--- config.mk ---
export PLATFORM = sky130hd
export DESIGN_NAME = bram_fifo
export DESIGN_NICKNAME = d
export VERILOG_FILES = /design/src/rtl/bram_fifo.sv
export SDC_FILE = /design/constraint.sdc
export NUM_CORES = 1
export LEC_CHECK = 0
export ABC_AREA = 1
export BUFFER_PORTS_ARGS = -buffer_cell sky130_fd_sc_hd__buf_2
export CORE_MARGIN = 3
export CORE_UTILIZATION = 40
export CTS_BUF_LIST = sky130_fd_sc_hd__clkbuf_8
export CTS_CLUSTER_DIAMETER = 200
export CTS_CLUSTER_SIZE = 16
export DETAILED_ROUTE_END_ITERATION = 8
export PLACE_DENSITY = 0.55
export SLEW_MARGIN = 10
export SYNTH_ARGS = -nofsm -noshare
export SYNTH_HDL_FRONTEND = slang
export SYNTH_SLANG_ARGS = --single-unit
--- constraint.sdc ---
create_clock -name CLK -period 6 [get_ports CLK]
set_input_delay 0.9 -clock CLK [delete_from_list [all_inputs] [get_ports CLK]]
set_output_delay 0.9 -clock CLK [all_outputs]
set_load 0.05 [all_outputs]
--- src/rtl/bram_fifo.sv ---
// Synchronous FIFO on an inferred simple-dual-port BRAM with registered output.
// Optional BRAM_FIFO_BYPASS_EN: empty-FIFO push loads rd_data directly.
module bram_fifo #(
   parameter int DW       = 9,
   parameter int AW       = 4,
   parameter int AF_LEVEL = 12
) (
   input  logic          CLK,
   input  logic          RSTN,
   input  logic          flush,
   input  logic          wr_valid,
   output logic          wr_ready,
   input  logic [DW-1:0] wr_data,
   output logic          rd_valid,
   input  logic          rd_ready,
   output logic [DW-1:0] rd_data,
   output logic [AW:0]   count,
   output logic          full,
   output logic          empty,
   output logic          almost_full,
   output logic [AW:0]   peak,
   output logic          ena,
   output logic          enb
);

   localparam int          DEPTH = 1 << AW;
   localparam logic [AW:0] CAP   = (AW+1)'(DEPTH);
   localparam logic [AW:0] AF    = (AW+1)'(AF_LEVEL);
   localparam logic [AW:0] ONE   = (AW+1)'(1);

   typedef enum logic [1:0] {
      EMPTY,
      FETCH,
      VALID
   } state_t;

   state_t state, state_nxt;

   logic [DW-1:0] mem [DEPTH];
   logic [AW-1:0] wptr, rptr;
   logic [AW:0]   mcount, mcount_nxt;
   logic [AW:0]   count_nxt, peak_nxt;
   logic          push, pop, mem_ne, byp;

   assign full        = (count == CAP);
   assign empty       = (count == '0);
   assign almost_full = (count >= AF);
   assign wr_ready    = !full;
   assign rd_valid    = (state == VALID);

   assign push   = wr_valid && wr_ready;
   assign pop    = rd_valid && rd_ready;
   assign mem_ne = (mcount != '0);

`ifdef BRAM_FIFO_BYPASS_EN
   assign byp = push && (state == EMPTY) && !mem_ne;
`else
   assign byp = 1'b0;
`endif

   assign ena = push && !byp;
   assign enb = ((state == EMPTY) || pop) && mem_ne;

   always_comb begin
      state_nxt = state;
      case (state)
         EMPTY: begin
            if (byp)
               state_nxt = VALID;
            else if (mem_ne)
               state_nxt = FETCH;
         end
         FETCH: state_nxt = VALID;
         VALID: begin
            if (pop && !mem_ne)
               state_nxt = EMPTY;
         end
         default: state_nxt = EMPTY;
      endcase
   end

   always_comb begin
      count_nxt = count;
      if (push && !pop)
         count_nxt = count + ONE;
      else if (pop && !push)
         count_nxt = count - ONE;
   end

   // Memory occupancy excludes the word sitting in the output register.
   always_comb begin
      mcount_nxt = mcount;
      if (ena && !enb)
         mcount_nxt = mcount + ONE;
      else if (enb && !ena)
         mcount_nxt = mcount - ONE;
   end

   assign peak_nxt = (count_nxt > peak) ? count_nxt : peak;

   always_ff @(posedge CLK) begin
      if (!RSTN || flush) begin
         state  <= EMPTY;
         wptr   <= '0;
         rptr   <= '0;
         mcount <= '0;
         count  <= '0;
         peak   <= '0;
      end else begin
         state  <= state_nxt;
         mcount <= mcount_nxt;
         count  <= count_nxt;
         peak   <= peak_nxt;
         if (ena)
            wptr <= wptr + 1'b1;
         if (enb)
            rptr <= rptr + 1'b1;
      end
   end

   always_ff @(posedge CLK) begin
      if (!RSTN)
         rd_data <= '0;
      else if (!flush) begin
         if (byp)
            rd_data <= wr_data;
         else if (enb)
            rd_data <= mem[rptr];
      end
   end

   always_ff @(posedge CLK) begin
      if (ena && RSTN && !flush)
         mem[wptr] <= wr_data;
   end

endmodule
==> summary.md <==
| Metric | Value |
|---|---|
| Power per Cell Area | `around 430 nW/µm²` |
| Crit share post-route | `0.492` |
| Data required time of the worst path | `~5.1 ns` |
| Number of enable-type register cells in the synthesized netlist | `144` |
| Net count of the finished layout | `812` |
| NetSw | `~1400 µW` |
| Most common cell after layout, fill and taps aside | `sky130_fd_sc_hd__nor2_1` |
| Initial core utilization | `0.412` |
| Detail-routed net length per standard cell | `approximately 18 µm` |
| Ys Warns | `0` |
| Actual slew at the worst max-slew pin | `1.09 ns` |
| Sequential Power Share | `0.396` |
| Cell Chain, Critical Path | `inv_1 > ha_1 > nand3_4 > nand2_8 > inv_2 > buf_2` |
| Internal power consumption | `~2200 µW` |
| Area fraction in and, or, nand and nor cells after synthesis | `0.199` |
| Proportion of layout cells with a drive suffix above 1 | `0.116` |
| Final hold violation count | `0` |
| Delay of the slowest cell on the worst path | `0.46 ns` |
| Sequential-to-total area share from yosys stat | `0.643` |
| Logic gate share of total power | `0.360` |
| Clock-pin slew of the registers on the worst-case setup and hold paths | `0.09 ns` |
| Syn Std Cell Area | `7790 µm²` |
| Combinational family with the most area after synthesis | `simple AND/OR/NAND/NOR gates` |
| Worst slew slack as a fraction of its limit | `0.275` |
| Mean instance size in the synthesized netlist | `just over 10 µm²` |
| Critical-path top delay cell | `sky130_fd_sc_hd__dfxtp_1` |
| Buffers plus inverters on the worst setup path | `3` |
| ANT nets after route | `0` |
| Worst setup path start | `count[0]$_SDFF_PP0_` |
| Reported max-cap violation count | `0` |
| Leading post-synthesis cells by cell area | `sky130_fd_sc_hd__edfxtp_1, sky130_fd_sc_hd__dfxtp_1, sky130_fd_sc_hd__nor2_1, sky130_fd_sc_hd__nand3_1, sky130_fd_sc_hd__o21ai_0` |
| Die ar. | `21200 µm²` |
| Class of the worst hold path | `reg2reg` |
| Estimated wirelength of the detail-placed design | `between 10 and 15 mm` |
| X dimension of the die | `around 150 µm` |
| Clock power share | `0.244` |
| Worst setup slack after placement | `2.82 ns` |
| Top fanout value on the critical path | `9` |
| Total routing usage reported by global routing | `0.181` |
| Row count | `50` |
| Top_reg_cell synth | `sky130_fd_sc_hd__edfxtp_1` |
| Worst VDD drop | `about 0.00019 V` |
| Vertical extent of the die | `146 µm` |
| Worst Setup Path Type | `reg2out` |
| Share of Yosys cell area claimed by the top area cell type | `0.555` |
| Mux cell area share after synthesis | `0` |
| Time the final worst path needs with I/O delays and setup | `about 2.9 ns` |
| Register-to-register setup slack | `3.19 ns` |
| CTS Root Buffer Type | `sky130_fd_sc_hd__clkbuf_8` |
| Hold Startpoint | `mcount[4]$_SDFFE_PP0P_` |
| Area taken by multi-input logic gates | `2390 µm²` |
| Minimum setup slack in the final design | `about 3.1 ns` |
| Post-Synthesis Cells | `~750` |
| Total leakage power | `0.00329 µW` |
| Worst r2r src | `rptr[0]$_SDFFE_PP0P_` |
| Pin count of the biggest net entering global routing | `76` |
| Cell family with the largest share of critical-path delay | `buffers and inverters` |
| Upper clock frequency limit | `about 340 MHz` |
| Layout Skew | `around 0.0094 ns` |
| Fraction of the mapped netlist area in adder cells | `0.0299` |
| Sequential cell area | `5010 µm²` |
| Buffers on Ports | `39` |
| PostCTS Resize Cnt | `0` |
| CP startpoint kind | `register` |
| Number of fill cells | `between 1.5k and 2k` |
| Count of buffers added by post-CTS timing repair for setup | `0` |
| Share of the synthesized area in compound gates (AO/OA/AOI/OAI) | `0.0705` |
| Most used cells in the layout excluding fill and tap cells | `sky130_fd_sc_hd__nor2_1, sky130_fd_sc_hd__edfxtp_1, sky130_fd_sc_hd__nand3_1` |
| Number of endpoints failing setup at the final stage | `0` |
| Final Routed Wirelength | `about 19 mm` |
| # diodes | `0` |
| Placer congestion estimate | `about 0.85` |
| Outcome | `completed` |
| Distinct cell type count of the synthesized netlist | `35` |
| Number of clock sinks | `around 180` |
| Count of H-tree levels built during CTS | `4` |
| Grt total ovfl | `0` |
| Biggest area consumer among synthesized cells | `sky130_fd_sc_hd__edfxtp_1` |
| Post-Syn Nets | `approximately 780` |
| Hold-fix buffers at CTS | `0` |
| DRC errors left | `0` |
| Share of flip-flops with an asynchronous set or reset after synthesis | `0` |
| Sum Neg Setup Slack | `0 ns` |
| DRT iter0 DRCs | `460` |
| Fin. max-slew vios | `0` |
| Vias per cell | `5.10` |
| Via count of the routed design | `approximately 5.4k` |
| Switching portion of total power | `0.391` |
| Kind of end point of the critical path | `output port` |
| CTS Buffer Depth | `2` |
| Initial antenna violation count | `0` |
| Clock latency reported for the late side of the worst-skew pair | `around 0.46 ns` |
| Synth-to-layout area growth | `10.4%` |
| Number of ports placed on the die boundary | `40` |
| CTS tree | `done` |
| Num CTS Buffers | `17` |
| Placeable core region | `18900 µm²` |
| Total of flip-flops plus latches after synthesis | `around 180` |
| Signal arrival time at the worst endpoint | `slightly above 2 ns` |
| Setup repair after global routing missed its margin | `no` |
| Number of search-and-repair iterations in the first detailed-routing pass | `5` |
| Xor/xnor share of the synthesized area | `0.00675` |
| Number of global-route vias before repair | `~5.3k` |
| Wire length of the first global-routing pass | `~30 mm` |
cells in the mapped netlist (all sizes together) (6+ instances only):
| master | number |
|---|---|
| o21a | 9 |
| ha | 17 |
| nand4 | 6 |
| nand2 | 93 |
| buf | 22 |
| inv | 58 |
| edfxtp | 144 |
| nor2 | 161 |
| a21oi | 20 |
| o21ai | 74 |
| dfxtp | 34 |
| clkbuf | 10 |
| nand3 | 91 |
flip-flops by register name, indices dropped and copies added, names as in the netlist:
signal / count
mcount: 5
rd_data: 9
rptr: 4
mem: 144
count: 5
state: 2
wptr: 4
peak: 5
worst reg2reg max path: cells and delay by family (launching register included):
kind | cells | cell delay [ns]
DFF | 1 | 0.33
buffers and inverters | 3 | 1.35
and+or+nand+nor | 4 | 0.52
AOI/OAI and AO/OA | 1 | 0.52
logic make-up (layout without fill, tap and decap cells):
logic type / count (synthesis) / count (layout)
AOI/OAI and AO/OA: 104 / 104
buffers and inverters: 92 / 133
adders and majority gates: 18 / 18
xor gates and xnor gates: 6 / 6
DFF: 178 / 178
and+or+nand+nor: 354 / 354
path summary, 6_finish.rpt:
path                             end  cells past startpoint
max                              ena                      6
min           mcount[4]$_SDFFE_PP0P_                      2
max reg2reg  rd_data[6]$_SDFFE_PN0P_                      8
min reg2reg   mcount[4]$_SDFFE_PP0P_                      2
per-stage QoR:
stage,hold WS [ns],instances,area (µm²),power (µW),utilization
finish,0.489,1053,8600,3670,0.455
global route,0.534,1053,8600,3910,0.455
CTS,0.493,1053,8600,3700,0.455
detailed placement,0.481,1021,8160,2800,0.432
global placement,0.464,1021,8160,2790,0.432
floorplan,0.456,752,7790,2490,-
power by group through the flow:
stage                     Sequential [µW]  Combinational (µW)  Clock (µW)
after floorplan                      1650                 844           0
after global placement               1480                1310           0
after detailed placement             1480                1320           0
after CTS                            1460                1330         915
after global routing                 1460                1480         961
final                                1450                1320         898
final cells by class:
cell class,instances,share of cell area
Clock buffer,17,0.0272
Sequential cell,178,0.582
Clock inverter,15,0.0239
Timing Repair Buffer,41,0.0245
Tap cell,260,0.0378
Inverter,60,0.0265
Multi-Input combinational cell,482,0.278
layer usage:
metal,GRT usage,vias up,wire (µm)
met5,0,-,0
met4,0.0627,0,395
met3,0.0361,27,1060
met2,0.296,192,9040
met1,0.243,2532,8330
li1,-,2615,-
Note: power is estimated with default switching activity, not from simulation.
